### config.mk
export PLATFORM = sky130hd
export DESIGN_NAME = gcd_stein_unit
export DESIGN_NICKNAME = d
export VERILOG_FILES = /design/src/rtl/gcd_pkg.sv /design/src/rtl/gcd_stein_step.sv /design/src/rtl/gcd_stein_unit.sv
export SDC_FILE = /design/constraint.sdc
export NUM_CORES = 1
export LEC_CHECK = 0
export CAP_MARGIN = 10
export CORE_MARGIN = 5
export CORE_UTILIZATION = 64
export CTS_CLUSTER_DIAMETER = 120
export CTS_CLUSTER_SIZE = 12
export DETAILED_ROUTE_END_ITERATION = 6
export PLACE_DENSITY = 0.86
export SETUP_SLACK_MARGIN = 0.3
export SLEW_MARGIN = 0
export SYNTH_ARGS = -nofsm -noshare
export SYNTH_HDL_FRONTEND = slang
export SYNTH_SLANG_ARGS = --single-unit
### constraint.sdc
create_clock -name clk -period 4.7 [get_ports clk]
set_input_delay 0.705 -clock clk [delete_from_list [all_inputs] [get_ports clk]]
set_output_delay 0.705 -clock clk [all_outputs]
set_load 0.02 [all_outputs]
### src/rtl/gcd_pkg.sv
// Shared definitions for the binary (Stein) GCD engine.
//   gcd_state_t  : controller states
//   step_width() : width of the step counter for a given operand width
//   gcd_model()  : Euclidean reference GCD over 64-bit values; not used by the hardware
package gcd_pkg;

   typedef enum logic [1:0] {
      IDLE,
      CALC,
      DONE
   } gcd_state_t;

   // The worst case is about 4*w+1 CALC cycles, so the counter must hold that value.
   function automatic int step_width(input int w);
      return $clog2(4 * w + 2);
   endfunction

   // Callers pass values that are already sign- or zero-extended to 64 bits.
   function automatic longint gcd_model(input longint x, input longint y, input bit signed_mode);
      longint a;
      longint b;
      longint t;
      a = (signed_mode && x < 0) ? -x : x;
      b = (signed_mode && y < 0) ? -y : y;
      while (b != 0) begin
         t = a % b;
         a = b;
         b = t;
      end
      return a;
   endfunction

endpackage

### src/rtl/gcd_stein_step.sv
// One binary-GCD reduction step, purely combinational.
//   a, b           : current reduced operands
//   k              : count of common factors of two removed so far
//   a_next, b_next : operands after this step
//   k_next         : common-factor count after this step
//   done           : one operand is zero, so result is final
//   result         : the surviving operand shifted back up by k
module gcd_stein_step
   import gcd_pkg::*;
#(
   parameter int unsigned WIDTH = 16,
   parameter int unsigned K_W   = 4
) (
   input  logic [WIDTH-1:0] a,
   input  logic [WIDTH-1:0] b,
   input  logic [K_W-1:0]   k,
   output logic [WIDTH-1:0] a_next,
   output logic [WIDTH-1:0] b_next,
   output logic [K_W-1:0]   k_next,
   output logic             done,
   output logic [WIDTH-1:0] result
);

   always_comb begin
      a_next = a;
      b_next = b;
      k_next = k;
      done   = 1'b0;
      result = '0;
      if (a == '0) begin
         done   = 1'b1;
         result = b << k;
      end else if (b == '0) begin
         done   = 1'b1;
         result = a << k;
      end else if (!a[0] && !b[0]) begin
         // A shared factor of two is set aside and restored by the final shift.
         a_next = a >> 1;
         b_next = b >> 1;
         k_next = k + 1'b1;
      end else if (!a[0]) begin
         a_next = a >> 1;
      end else if (!b[0]) begin
         b_next = b >> 1;
      end else if (a >= b) begin
         a_next = a - b;
      end else begin
         b_next = b - a;
      end
   end

endmodule

### src/rtl/gcd_stein_unit.sv
// Streaming binary (Stein) GCD engine, one reduction step per clock.
//   clk, rst             : clock and synchronous active-high reset
//   in_valid, in_ready   : operand handshake; the block is ready only in IDLE
//   x_in, y_in           : operands, two's complement when SIGNED=1
//   out_valid, out_ready : result handshake; the result is held until it is accepted
//   gcd_out              : gcd(|x|, |y|), unsigned
//   steps_out            : CALC cycles used, which equals the latency from acceptance
module gcd_stein_unit
   import gcd_pkg::*;
#(
   parameter int unsigned  WIDTH  = 16,
   parameter bit           SIGNED = 1'b1,
   localparam int unsigned STEP_W = step_width(WIDTH)
) (
   input  logic              clk,
   input  logic              rst,
   input  logic              in_valid,
   output logic              in_ready,
   input  logic [WIDTH-1:0]  x_in,
   input  logic [WIDTH-1:0]  y_in,
   output logic              out_valid,
   input  logic              out_ready,
   output logic [WIDTH-1:0]  gcd_out,
   output logic [STEP_W-1:0] steps_out
);

   // The shared factor count k never exceeds WIDTH-1.
   localparam int unsigned K_W = $clog2(WIDTH);

   gcd_state_t        state;
   logic [WIDTH-1:0]  a;
   logic [WIDTH-1:0]  b;
   logic [K_W-1:0]    k;
   logic [STEP_W-1:0] steps;

   logic [WIDTH-1:0]  a_next;
   logic [WIDTH-1:0]  b_next;
   logic [K_W-1:0]    k_next;
   logic              st_done;
   logic [WIDTH-1:0]  st_result;

   // The most negative input maps to 2^(WIDTH-1), which still fits in WIDTH unsigned bits.
   function automatic logic [WIDTH-1:0] mag(input logic [WIDTH-1:0] v);
      return (SIGNED && v[WIDTH-1]) ? -v : v;
   endfunction

   // Gated by rst so that the block never advertises readiness while a reset is applied.
   assign in_ready = (state == IDLE) && !rst;

   gcd_stein_step #(
      .WIDTH (WIDTH),
      .K_W   (K_W)
   ) u_step (
      .a      (a),
      .b      (b),
      .k      (k),
      .a_next (a_next),
      .b_next (b_next),
      .k_next (k_next),
      .done   (st_done),
      .result (st_result)
   );

   always_ff @(posedge clk) begin
      if (rst) begin
         state     <= IDLE;
         out_valid <= 1'b0;
         gcd_out   <= '0;
         steps_out <= '0;
         a         <= '0;
         b         <= '0;
         k         <= '0;
         steps     <= '0;
      end else begin
         unique case (state)
            IDLE: begin
               if (in_valid && in_ready) begin
                  a     <= mag(x_in);
                  b     <= mag(y_in);
                  k     <= '0;
                  steps <= '0;
                  state <= CALC;
               end
            end
            CALC: begin
               steps <= steps + 1'b1;
               if (st_done) begin
                  gcd_out   <= st_result;
                  steps_out <= steps + 1'b1;
                  out_valid <= 1'b1;
                  state     <= DONE;
               end else begin
                  a <= a_next;
                  b <= b_next;
                  k <= k_next;
               end
            end
            DONE: begin
               if (out_ready) begin
                  out_valid <= 1'b0;
                  state     <= IDLE;
               end
            end
            default: state <= IDLE;
         endcase
      end
   end

endmodule

==> results of run 1 <==
==> synth_stat cells (5+ instances only) <==
cell	count	area (µm²)
a211o_1	9	78.8
a211oi_1	21	158
a21o_1	13	97.6
a21oi_1	66	330
a221oi_1	16	140
a22oi_1	15	113
a311oi_1	8	70.1
a31oi_1	8	50.1
and3_1	5	31.3
buf_1	6	22.5
buf_2	18	90.1
clkbuf_1	38	143
dfxtp_1	69	1380
ha_1	37	463
inv_1	46	173
mux2i_1	24	240
nand2_1	77	289
nand2b_1	11	68.8
nand3_1	22	110
nand3b_1	5	37.5
nand4_1	5	31.3
nor2_1	86	323
nor2b_1	7	43.8
nor3_1	19	95.1
nor4_1	9	56.3
o211ai_1	13	97.6
o21ai_0	55	275
o31ai_1	11	82.6
o41ai_1	8	70.1
or3_1	8	50.1
xnor2_1	30	263
xor2_1	24	210
==> critical path, stage by stage, from the launching register on <==
cell	delay (ns)
dfxtp_1	0.67
inv_1	0.13
ha_1	0.25
inv_1	0.07
fa_1	0.22
nand3_1	0.14
nand4b_1	0.17
a31oi_1	0.11
o21ai_2	0.70
o211ai_2	0.61
a311oi_1	0.46
a211oi_1	0.08
==> kinds of logic after synthesis <==
logic type / count (synthesis) / synth area share, %
compound gates: 295 / 31.3
xor+xnor: 54 / 7.08
fa+ha+maj: 39 / 7.53
buf+inv: 115 / 7.42
flops: 69 / 20.7
mux: 33 / 6.46
simple gates: 274 / 19.5
==> final cells by class <==
class,count,share of cell area (%)
clock inverters,6,1.27
flip-flops and latches,69,18.7
well taps,136,2.30
inverters,46,2.33
clock buffers,10,1.86
repair buffers,66,8.65
multi-input cells,695,64.9
==> flip-flops by register name, summed over array words and instances, names as in the netlist <==
signal,count
a,16
b,16
gcd_out,16
k,4
out_valid,1
state,2
steps,7
steps_out,7
==> metrics by stage <==
| step | cell area, µm² | cells | hold slack (ns) | setup slack (ns) | utilization [%] |
|---|---|---|---|---|---|
| after floorplan | 6680 | 879 | 0.485 | 2.04 | - |
| after global placement | 7170 | 1012 | 0.443 | 1.20 | 70.1 |
| after detailed placement | 7170 | 1012 | 0.450 | 1.07 | 70.1 |
| after CTS | 7400 | 1028 | 0.462 | 1.05 | 72.4 |
| after global routing | 7400 | 1028 | 0.507 | 0.671 | 72.4 |
| final | 7400 | 1028 | 0.462 | 0.908 | 72.4 |
==> per-layer routing <==
metal / GRT usage (%) / vias up / share of wire (%)
met1: 48.0 / 3342 / 41
met4: 8.49 / 0 / 2.4
li1: - / 3275 / -
met2: 53.8 / 451 / 45
met3: 7.33 / 57 / 12
met5: 0 / - / 0
==> worst paths after layout <==
kind                                                 to  cells after the start               startpoint  slack, ns
worst max-delay path                 a[14]$_SDFFE_PP0P_                     11        a[0]$_SDFFE_PP0P_       0.91
worst min register to register  gcd_out[3]$_SDFFE_PP0P_                      2  gcd_out[3]$_SDFFE_PP0P_       0.46
worst max register to register       a[14]$_SDFFE_PP0P_                     11        a[0]$_SDFFE_PP0P_       0.91
worst min-delay path            gcd_out[3]$_SDFFE_PP0P_                      2  gcd_out[3]$_SDFFE_PP0P_       0.46
==> layout by cell type, fill, tap and decap left out, drive strengths merged, types with 11 or more instances in the layout <==
| cell | n |
|---|---|
| o21ai | 58 |
| a22oi | 15 |
| a221oi | 18 |
| nand3 | 22 |
| dfxtp | 69 |
| o211ai | 14 |
| nor2 | 86 |
| inv | 47 |
| a21o | 13 |
| mux2i | 24 |
| ha | 37 |
| clkdlybuf4s50 | 59 |
| a211oi | 21 |
| xnor2 | 30 |
| o31ai | 13 |
| nand2 | 77 |
| nor3 | 19 |
| a21oi | 68 |
| xor2 | 24 |
| nand2b | 11 |
==> impl_metrics.env, run 1 <==
export IMPL_slew_headroom_pct=25.0
export IMPL_netlist_cell_type_count=76
export IMPL_clkSlewWorstSetupHoldPaths_ns=0.09
export IMPL_start_util_pct=65.3
export IMPL_async_flop_share_pct=0
export IMPL_critPathCaptureType="register"
export IMPL_worst_pin_slew_ns=1.12
export IMPL_postSynthAreaPerCell_um2=7.60
export IMPL_drv_cap=0
export IMPL_hold_path_class="register to register"
export IMPL_die_h_um=112
export IMPL_numCtsBuffers=9
export IMPL_synth_seq_cells=69
export IMPL_place_gp_congestion=1.03
export IMPL_clock_latency_ns=0.36
export IMPL_vias=7125
export IMPL_multiInputGateArea_um2=4810
export IMPL_slew_violations=0
export IMPL_hpwlAfterDp_um=16500
export IMPL_synth_ff_type="dfxtp_1"
export IMPL_finalSetupViolCount=0
export IMPL_h_tree_depth=3
export IMPL_synthToLayoutAreaGrowth_pct=10.9
export IMPL_fin_crit_ns=3.79
export IMPL_cts_tree="done"
export IMPL_synth_edff_count=0
export IMPL_clock_fmax_mhz=264
export IMPL_cts_num_sinks=69
export IMPL_nets=962
export IMPL_clock_skew_ns=0.0106
export IMPL_seq_area_frac_synth_pct=20.7
export IMPL_dr_first_iter_drc_count=1057
export IMPL_worstPathArrival_ns=3.99
export IMPL_die_area_um2=12600
export IMPL_syn_num_nets=954
export IMPL_grt_pass1_vias=6588
export IMPL_io_pins=61
export IMPL_drt_antenna_violating_nets=0
export IMPL_fill_cells=830
export IMPL_die_w_um=112
export IMPL_synth_area_um2=6680
export IMPL_ctsHoldBuffers=0
export IMPL_cts_setup_buffers=0
export IMPL_antenna_cells=0
export IMPL_io_buffers=60
export IMPL_worstSetupPathType="register to register"
export IMPL_fin_crit_sh_pct=80.7
export IMPL_grt_start_max_net_pins=76
export IMPL_gr_usage_all_layers_pct=34.2
export IMPL_viasPerCell=6.93
export IMPL_core_um2=10200
export IMPL_yosys_warnings=0
export IMPL_ctsResizeCount=0
export IMPL_worstSetupStartpointType="register"
export IMPL_synthCells=879
export IMPL_area_sequential_um2=1380
export IMPL_setup_tns_ns=0
export IMPL_clockRootBuffer="clkbuf_8"
export IMPL_clock_path_buffers=2
export IMPL_hold_viol_final=0
export IMPL_outcome="complete, no violations"
export IMPL_antenna_found_initial=0
export IMPL_crit_fanout=30
export IMPL_grt_pass1_wl_um=35100
export IMPL_drc_errors=0
export IMPL_dr_pass1_iters=6
export IMPL_post_drt_wl_per_cell_um=21.5
export IMPL_rsz0062_at_grt="false"
export IMPL_required_ns=4.90
export IMPL_wl_um=22100
export IMPL_drive_above_1_share_pct=5.38
export IMPL_gr_total_overflow=0
export IMPL_std_cell_rows=37
Power of run 1 is not shown: default switching activity piles up to over one toggle a cycle in this logic, so the estimate is an artifact.
==> run 2, diff against run 1 <==
--- a/config.mk
+++ b/config.mk
@@ -7,11 +7,11 @@
 export LEC_CHECK = 0
 export CAP_MARGIN = 10
 export CORE_MARGIN = 5
-export CORE_UTILIZATION = 64
+export CORE_UTILIZATION = 54
 export CTS_CLUSTER_DIAMETER = 120
 export CTS_CLUSTER_SIZE = 12
 export DETAILED_ROUTE_END_ITERATION = 6
-export PLACE_DENSITY = 0.86
+export PLACE_DENSITY = 0.78
 export SETUP_SLACK_MARGIN = 0.3
 export SLEW_MARGIN = 0
 export SYNTH_ARGS = -nofsm -noshare
==> constraint.sdc (replaced) <==
create_clock -name clk -period 3.3 [get_ports clk]
set_input_delay 0.495 -clock clk [delete_from_list [all_inputs] [get_ports clk]]
set_output_delay 0.495 -clock clk [all_outputs]
set_load 0.02 [all_outputs]
==> run 2 against run 1 <==
Via count rose by 0.22%. Sequential share of layout area fell by 0.86 points. Flip-flop and latch count did not move. Final cell count rose by 6.0%. Die area rose by 17%. Core utilization fell by 7.9 points. Critical path type unchanged. Critical endpoint is now a[13]$_SDFFE_PP0P_. Largest cell class unchanged.
==> impl_metrics.env, run 2 (synthesis gave the netlist of run 1 again) <==
export IMPL_wl_um=21700
export IMPL_cts_tree="done"
export IMPL_worst_pin_slew_ns=1.04
export IMPL_ir_drop_v=0.000651
export IMPL_post_drt_wl_per_cell_um=19.9
export IMPL_area_sequential_um2=1390
export IMPL_crit_fanout=13
export IMPL_drc_errors=0
export IMPL_largest_registers="a: 16 flops, b: 16 flops, gcd_out: 16 flops"
export IMPL_die_area_um2=14700
export IMPL_cellLeakagePower_nw=2.85
export IMPL_drv_cap=0
export IMPL_hold_path_class="register to register"
export IMPL_clockRootBuffer="clkbuf_16"
export IMPL_grt_start_max_net_pins=76
export IMPL_r2r_end="a[13]$_SDFFE_PP0P_"
export IMPL_hold_viol_final=0
export IMPL_rsz0062_at_grt="false"
export IMPL_grt_pass1_vias=6478
export IMPL_die_w_um=121
export IMPL_numCtsBuffers=9
export IMPL_r2r_slack_ns=0.32
export IMPL_io_buffers=60
export IMPL_gr_usage_all_layers_pct=29.4
export IMPL_post_place_ws_ns=0.349
export IMPL_finalSetupViolCount=0
export IMPL_p_per_area_nw_per_um2=1310
export IMPL_clkSlewWorstSetupHoldPaths_ns=0.06
export IMPL_worstSetupStartpointType="register"
export IMPL_worstPathArrival_ns=3.25
export IMPL_drive_above_1_share_pct=9.11
export IMPL_dr_first_iter_drc_count=889
export IMPL_slowest_delay_ns=0.54
export IMPL_io_pins=61
export IMPL_viasPerCell=6.55
export IMPL_clock_latency_ns=0.35
export IMPL_die_h_um=121
export IMPL_setup_tns_ns=0
export IMPL_worst_hold_startpoint="gcd_out[3]$_SDFFE_PP0P_"
export IMPL_antenna_cells=0
export IMPL_hpwlAfterDp_um=16100
export IMPL_cp_slowest_cell="dfxtp_1"
export IMPL_clock_fmax_mhz=336
export IMPL_cts_num_sinks=69
export IMPL_required_ns=3.57
export IMPL_std_cell_rows=40
export IMPL_worstSetupPathType="register to register"
export IMPL_mostFrequentLayoutCell="nor2_1"
export IMPL_dr_pass1_iters=7
export IMPL_whs_path_depth=2
export IMPL_outcome="complete, no violations"
export IMPL_clock_skew_ns=0.00662
export IMPL_nets=993
export IMPL_critPathCaptureType="register"
export IMPL_whs_ns=0.465
export IMPL_grt_pass1_wl_um=34100
export IMPL_multiInputGateArea_um2=4830
export IMPL_min_to="gcd_out[3]$_SDFFE_PP0P_"
export IMPL_drt_antenna_violating_nets=0
export IMPL_fin_crit_ns=2.98
export IMPL_reg2reg_depth=9
export IMPL_synthToLayoutAreaGrowth_pct=16.4
export IMPL_crit_path_frequent_cell="a221oi_1"
export IMPL_fill_cells=1066
export IMPL_gr_total_overflow=0
export IMPL_crit_chain="ha_1, and3_1, a221oi_1, o21ai_0, a211oi_1, xnor2_1, a221oi_1, a211o_1, a21oi_1"
export IMPL_clock_path_buffers=2
export IMPL_most_common_layout_cells="nor2_1 (86), nand2_1 (77), a21oi_1 (66), dfxtp_1 (66), clkdlybuf4s50_1 (59)"
export IMPL_fin_util_pct=64.5
export IMPL_cts_setup_buffers=0
export IMPL_place_gp_congestion=1.01
export IMPL_start_util_pct=55.4
export IMPL_slew_headroom_pct=30.3
export IMPL_core_um2=12100
export IMPL_antenna_found_initial=1
export IMPL_slew_violations=0
export IMPL_fin_crit_sh_pct=90.3
export IMPL_post_route_worst_setup_slack_ns=0.320
export IMPL_vias=7141
export IMPL_h_tree_depth=3
export IMPL_r2r_start="b[9]$_SDFFE_PP0P_"
## run 2: cell types whose count changed in the layout (fill, tap and decap cells not counted), moves of 2 or more
cell	before	now
buf_4	6	36
clkbuf_16	0	9
clkbuf_8	10	0
clkinv_2	0	2
clkinv_4	2	0
dfxtp_1	68	66
dfxtp_2	1	3
ha_1	37	35
ha_2	0	2
## run 2: per-layer routing
metal | GRT usage (%) | vias up | routed length (µm)
met5 | 0 | - | 13
met4 | 13.7 | 2 | 1010
met3 | 7.23 | 88 | 2230
met2 | 44.8 | 409 | 9410
met1 | 38.9 | 3313 | 9020
li1 | - | 3329 | -
## run 2: power by group
| part | internal [mW] | switching (mW) | total [mW] | leakage (nW) |
|---|---|---|---|---|
| logic | 3.03 | 4.60 | 7.63 | 2.14 |
| clock network | 0.581 | 0.400 | 0.980 | 0.138 |
| registers | 1.14 | 0.409 | 1.55 | 0.564 |
## run 2: critical path, delay by kind of cell, from the launching register on
family	cells	cell delay, ns
adder cells (fa/ha/maj)	1	0.44
AND/OR/NAND/NOR	1	0.26
flip-flops	1	0.54
AO/OA/AOI/OAI	6	1.49
XOR/XNOR	1	0.18
## run 2: timing repair
action / 4_1_cts / 5_1_grt
gates resized for setup: 0 / 7
setup endpoints to repair: 0 / 20
hold buffers: 0 / 0
## run 2: final cells by class
| type | instances | share of cell area (%) |
|---|---|---|
| tap | 168 | 2.70 |
| sequential | 69 | 17.8 |
| multi-input combinational | 695 | 62.1 |
| clock buffer | 9 | 2.90 |
| clock inverter | 6 | 0.821 |
| inverter | 46 | 2.22 |
| timing repair buffer | 97 | 11.4 |
## run 2: worst max-delay path by stage
stage | cells past startpoint | to | from | slack [ns]
finish | 9 | a[13]$_SDFFE_PP0P_ | b[9]$_SDFFE_PP0P_ | 0.32
global route | 10 | a[4]$_SDFFE_PP0P_ | b[9]$_SDFFE_PP0P_ | 0.27
CTS | 10 | b[9]$_SDFFE_PP0P_ | a[13]$_SDFFE_PP0P_ | 0.36
detailed placement | 8 | a[14]$_SDFFE_PP0P_ | x_in[8] | 0.35
global placement | 8 | a[14]$_SDFFE_PP0P_ | x_in[8] | 0.41
floorplan | 14 | a[12]$_SDFFE_PP0P_ | a[0]$_SDFFE_PP0P_ | 0.64
## run 2: per-stage QoR
step / instances / instance area (µm²) / total power, mW
final: 1090 / 7770 / 10.2
after global routing: 1090 / 7770 / 10.8
after CTS: 1090 / 7750 / 9.82
after detailed placement: 1075 / 7460 / 8.77
after global placement: 1075 / 7460 / 8.72
after floorplan: 879 / 6680 / 6.76
No activity file was read; power rests on OpenSTA's default activity.
==> run 3, diff against run 2 <==
==> constraint.sdc (replaced) <==
create_clock -name clk -period 2.5 [get_ports clk]
set_input_delay 0.375 -clock clk [delete_from_list [all_inputs] [get_ports clk]]
set_output_delay 0.375 -clock clk [all_outputs]
set_load 0.02 [all_outputs]
==> run 3 against run 2 <==
Clock-buffer cell count is 1 higher. Setup slack got worse by 0.49 ns. Routed wire length up 31%. Maximum frequency grew 12%. The flow now finishes with violations (design-rule violations, negative setup slack). Critical endpoint is now b[12]$_SDFFE_PP0P_. Non-clock buffer count increased by 155. Worst hold slack worse by 0.0067 ns. Sequential share of layout area fell by 3.3 points. First-iteration DRC count up 39%. Critical path depth increased by 4.
==> impl_metrics.env, run 3 (synthesis gave the netlist of run 1 again) <==
export IMPL_fill_cells=723
export IMPL_clockRootBuffer="clkbuf_16"
export IMPL_critPathCaptureType="register"
export IMPL_io_pins=61
export IMPL_cts_tree="done"
export IMPL_clock_skew_ns=0.0152
export IMPL_worst_pin_slew_ns=0.888
export IMPL_std_cell_rows=40
export IMPL_clock_fmax_mhz=375
export IMPL_grt_pass1_vias=7896
export IMPL_fin_area_um2=9790
export IMPL_viasPerCell=6.79
export IMPL_fin_crit_ns=2.67
export IMPL_worstSetupStartpointType="register"
export IMPL_synthToLayoutAreaGrowth_pct=46.6
export IMPL_slowest_delay_ns=0.36
export IMPL_worstSetupPathType="register to register"
export IMPL_finalSetupViolCount=31
export IMPL_drive_above_1_share_pct=33.2
export IMPL_io_buffers=60
export IMPL_antenna_found_initial=0
export IMPL_nets=1149
export IMPL_h_tree_depth=3
export IMPL_outcome="finished, violations left"
export IMPL_dr_pass1_iters=7
export IMPL_wl_um=28300
export IMPL_start_util_pct=55.4
export IMPL_antenna_cells=0
export IMPL_crit_chain="buf_6, ha_4, inv_2, fa_2, nand3_2, nand4b_1, a31oi_4, o21ai_4, buf_6, a31oi_4, nand2b_1, a211o_1, o31ai_1"
export IMPL_ctsHoldBuffers=0
export IMPL_grt_pass1_wl_um=42300
export IMPL_die_area_um2=14700
export IMPL_drt_antenna_violating_nets=0
export IMPL_clkSlewWorstSetupHoldPaths_ns=0.07
export IMPL_largest_registers="a: 16 flops, b: 16 flops, gcd_out: 16 flops"
export IMPL_most_common_layout_cells="buf_4 (170), nor2_1 (82), nand2_1 (74)"
export IMPL_cts_num_sinks=69
export IMPL_place_area_um2=8740
export IMPL_rsz0062_at_grt="true"
export IMPL_dr_first_iter_drc_count=1240
export IMPL_hold_viol_final=0
export IMPL_drc_errors=3
export IMPL_numCtsBuffers=9
export IMPL_worstPathArrival_ns=2.91
export IMPL_hpwlAfterDp_um=19200
export IMPL_clock_path_buffers=2
export IMPL_drv_cap=0
export IMPL_failed_checks="design-rule violations, negative setup slack"
export IMPL_gr_total_overflow=0
export IMPL_gr_usage_all_layers_pct=36.5
export IMPL_worst_hold_startpoint="gcd_out[3]$_SDFFE_PP0P_"
export IMPL_fin_crit_sh_pct=107
export IMPL_post_route_worst_setup_slack_ns=-0.167
export IMPL_core_um2=12100
export IMPL_mostFrequentLayoutCell="buf_4"
export IMPL_place_gp_congestion=0.958
export IMPL_startpoint="b[0]$_SDFFE_PP0P_"
export IMPL_grt_start_max_net_pins=76
export IMPL_clock_latency_ns=0.36
export IMPL_required_ns=2.74
export IMPL_slew_headroom_pct=40.8
export IMPL_post_drt_wl_per_cell_um=22.7
export IMPL_crit_fanout=8
export IMPL_hold_path_class="register to register"
export IMPL_slew_violations=0
export IMPL_r2r_start="b[0]$_SDFFE_PP0P_"
export IMPL_vias=8470
export IMPL_die_h_um=121
export IMPL_cp_slowest_cell="dfxtp_2"
export IMPL_die_w_um=121
==> run 3: cell types whose count changed in the layout (fill, tap and decap cells not counted), sizes merged <==
cell | previous run | this run
clkinv | 2 | 4
bufinv | 1 | 0
inv | 47 | 46
a31o | 1 | 2
clkbuf | 9 | 10
buf | 38 | 193
==> run 3: worst paths after layout <==
kind	to	slack, ns	depth (start not counted)
worst max register to register	b[12]$_SDFFE_PP0P_	-0.17	13
worst min-delay path	gcd_out[3]$_SDFFE_PP0P_	0.46	2
worst min register to register	gcd_out[3]$_SDFFE_PP0P_	0.46	2
worst max-delay path	b[12]$_SDFFE_PP0P_	-0.17	13
==> run 3: final cells by class <==
class / count / area (µm²) / area share, %
Timing Repair Buffer: 252 / 2170 / 22.2
Sequential cell: 69 / 1430 / 14.6
Clock buffer: 10 / 250 / 2.56
Clock inverter: 6 / 43.8 / 0.447
Inverter: 46 / 184 / 1.88
Multi-Input combinational cell: 696 / 5500 / 56.2
Tap cell: 168 / 210 / 2.15
==> run 3: through the flow <==
stage	worst slack, ns	instances	hold slack [ns]	util, %	setup TNS, ns
global placement	-0.226	1204	0.442	72.5	-1.93
detailed placement	-0.299	1204	0.452	72.5	-3.16
global route	-0.222	1247	0.489	81.2	-4.67
finish	-0.167	1247	0.458	81.2	-2.97
floorplan	0.106	879	0.467	-	0
CTS	-0.0989	1232	0.460	77.9	-1.29
==> run 3: what timing repair did <==
action                     in CTS  in global routing
setup endpoints to repair      51                 55
pin swaps                      24                 39
buffers inserted               11                 15
gates resized for setup        56                 57
cloned                          1                  0
==> run 3: critical path: cells and delay by family (launching register included) <==
kind / cells / cell delay [ns]
compound gates: 5 / 0.99
fa+ha+maj: 2 / 0.49
buf+inv: 3 / 0.32
flops: 1 / 0.36
simple gates: 3 / 0.39
==> run 3: layer usage <==
metal	wire length [µm]	global-route usage, %	vias to the layer above
met1	10500	46.1	3938
li1	-	-	3645
met4	1790	19.5	0
met3	3230	7.41	205
met2	12800	58.5	682
met5	0	0	-
Power of run 3 is left out for the same reason.
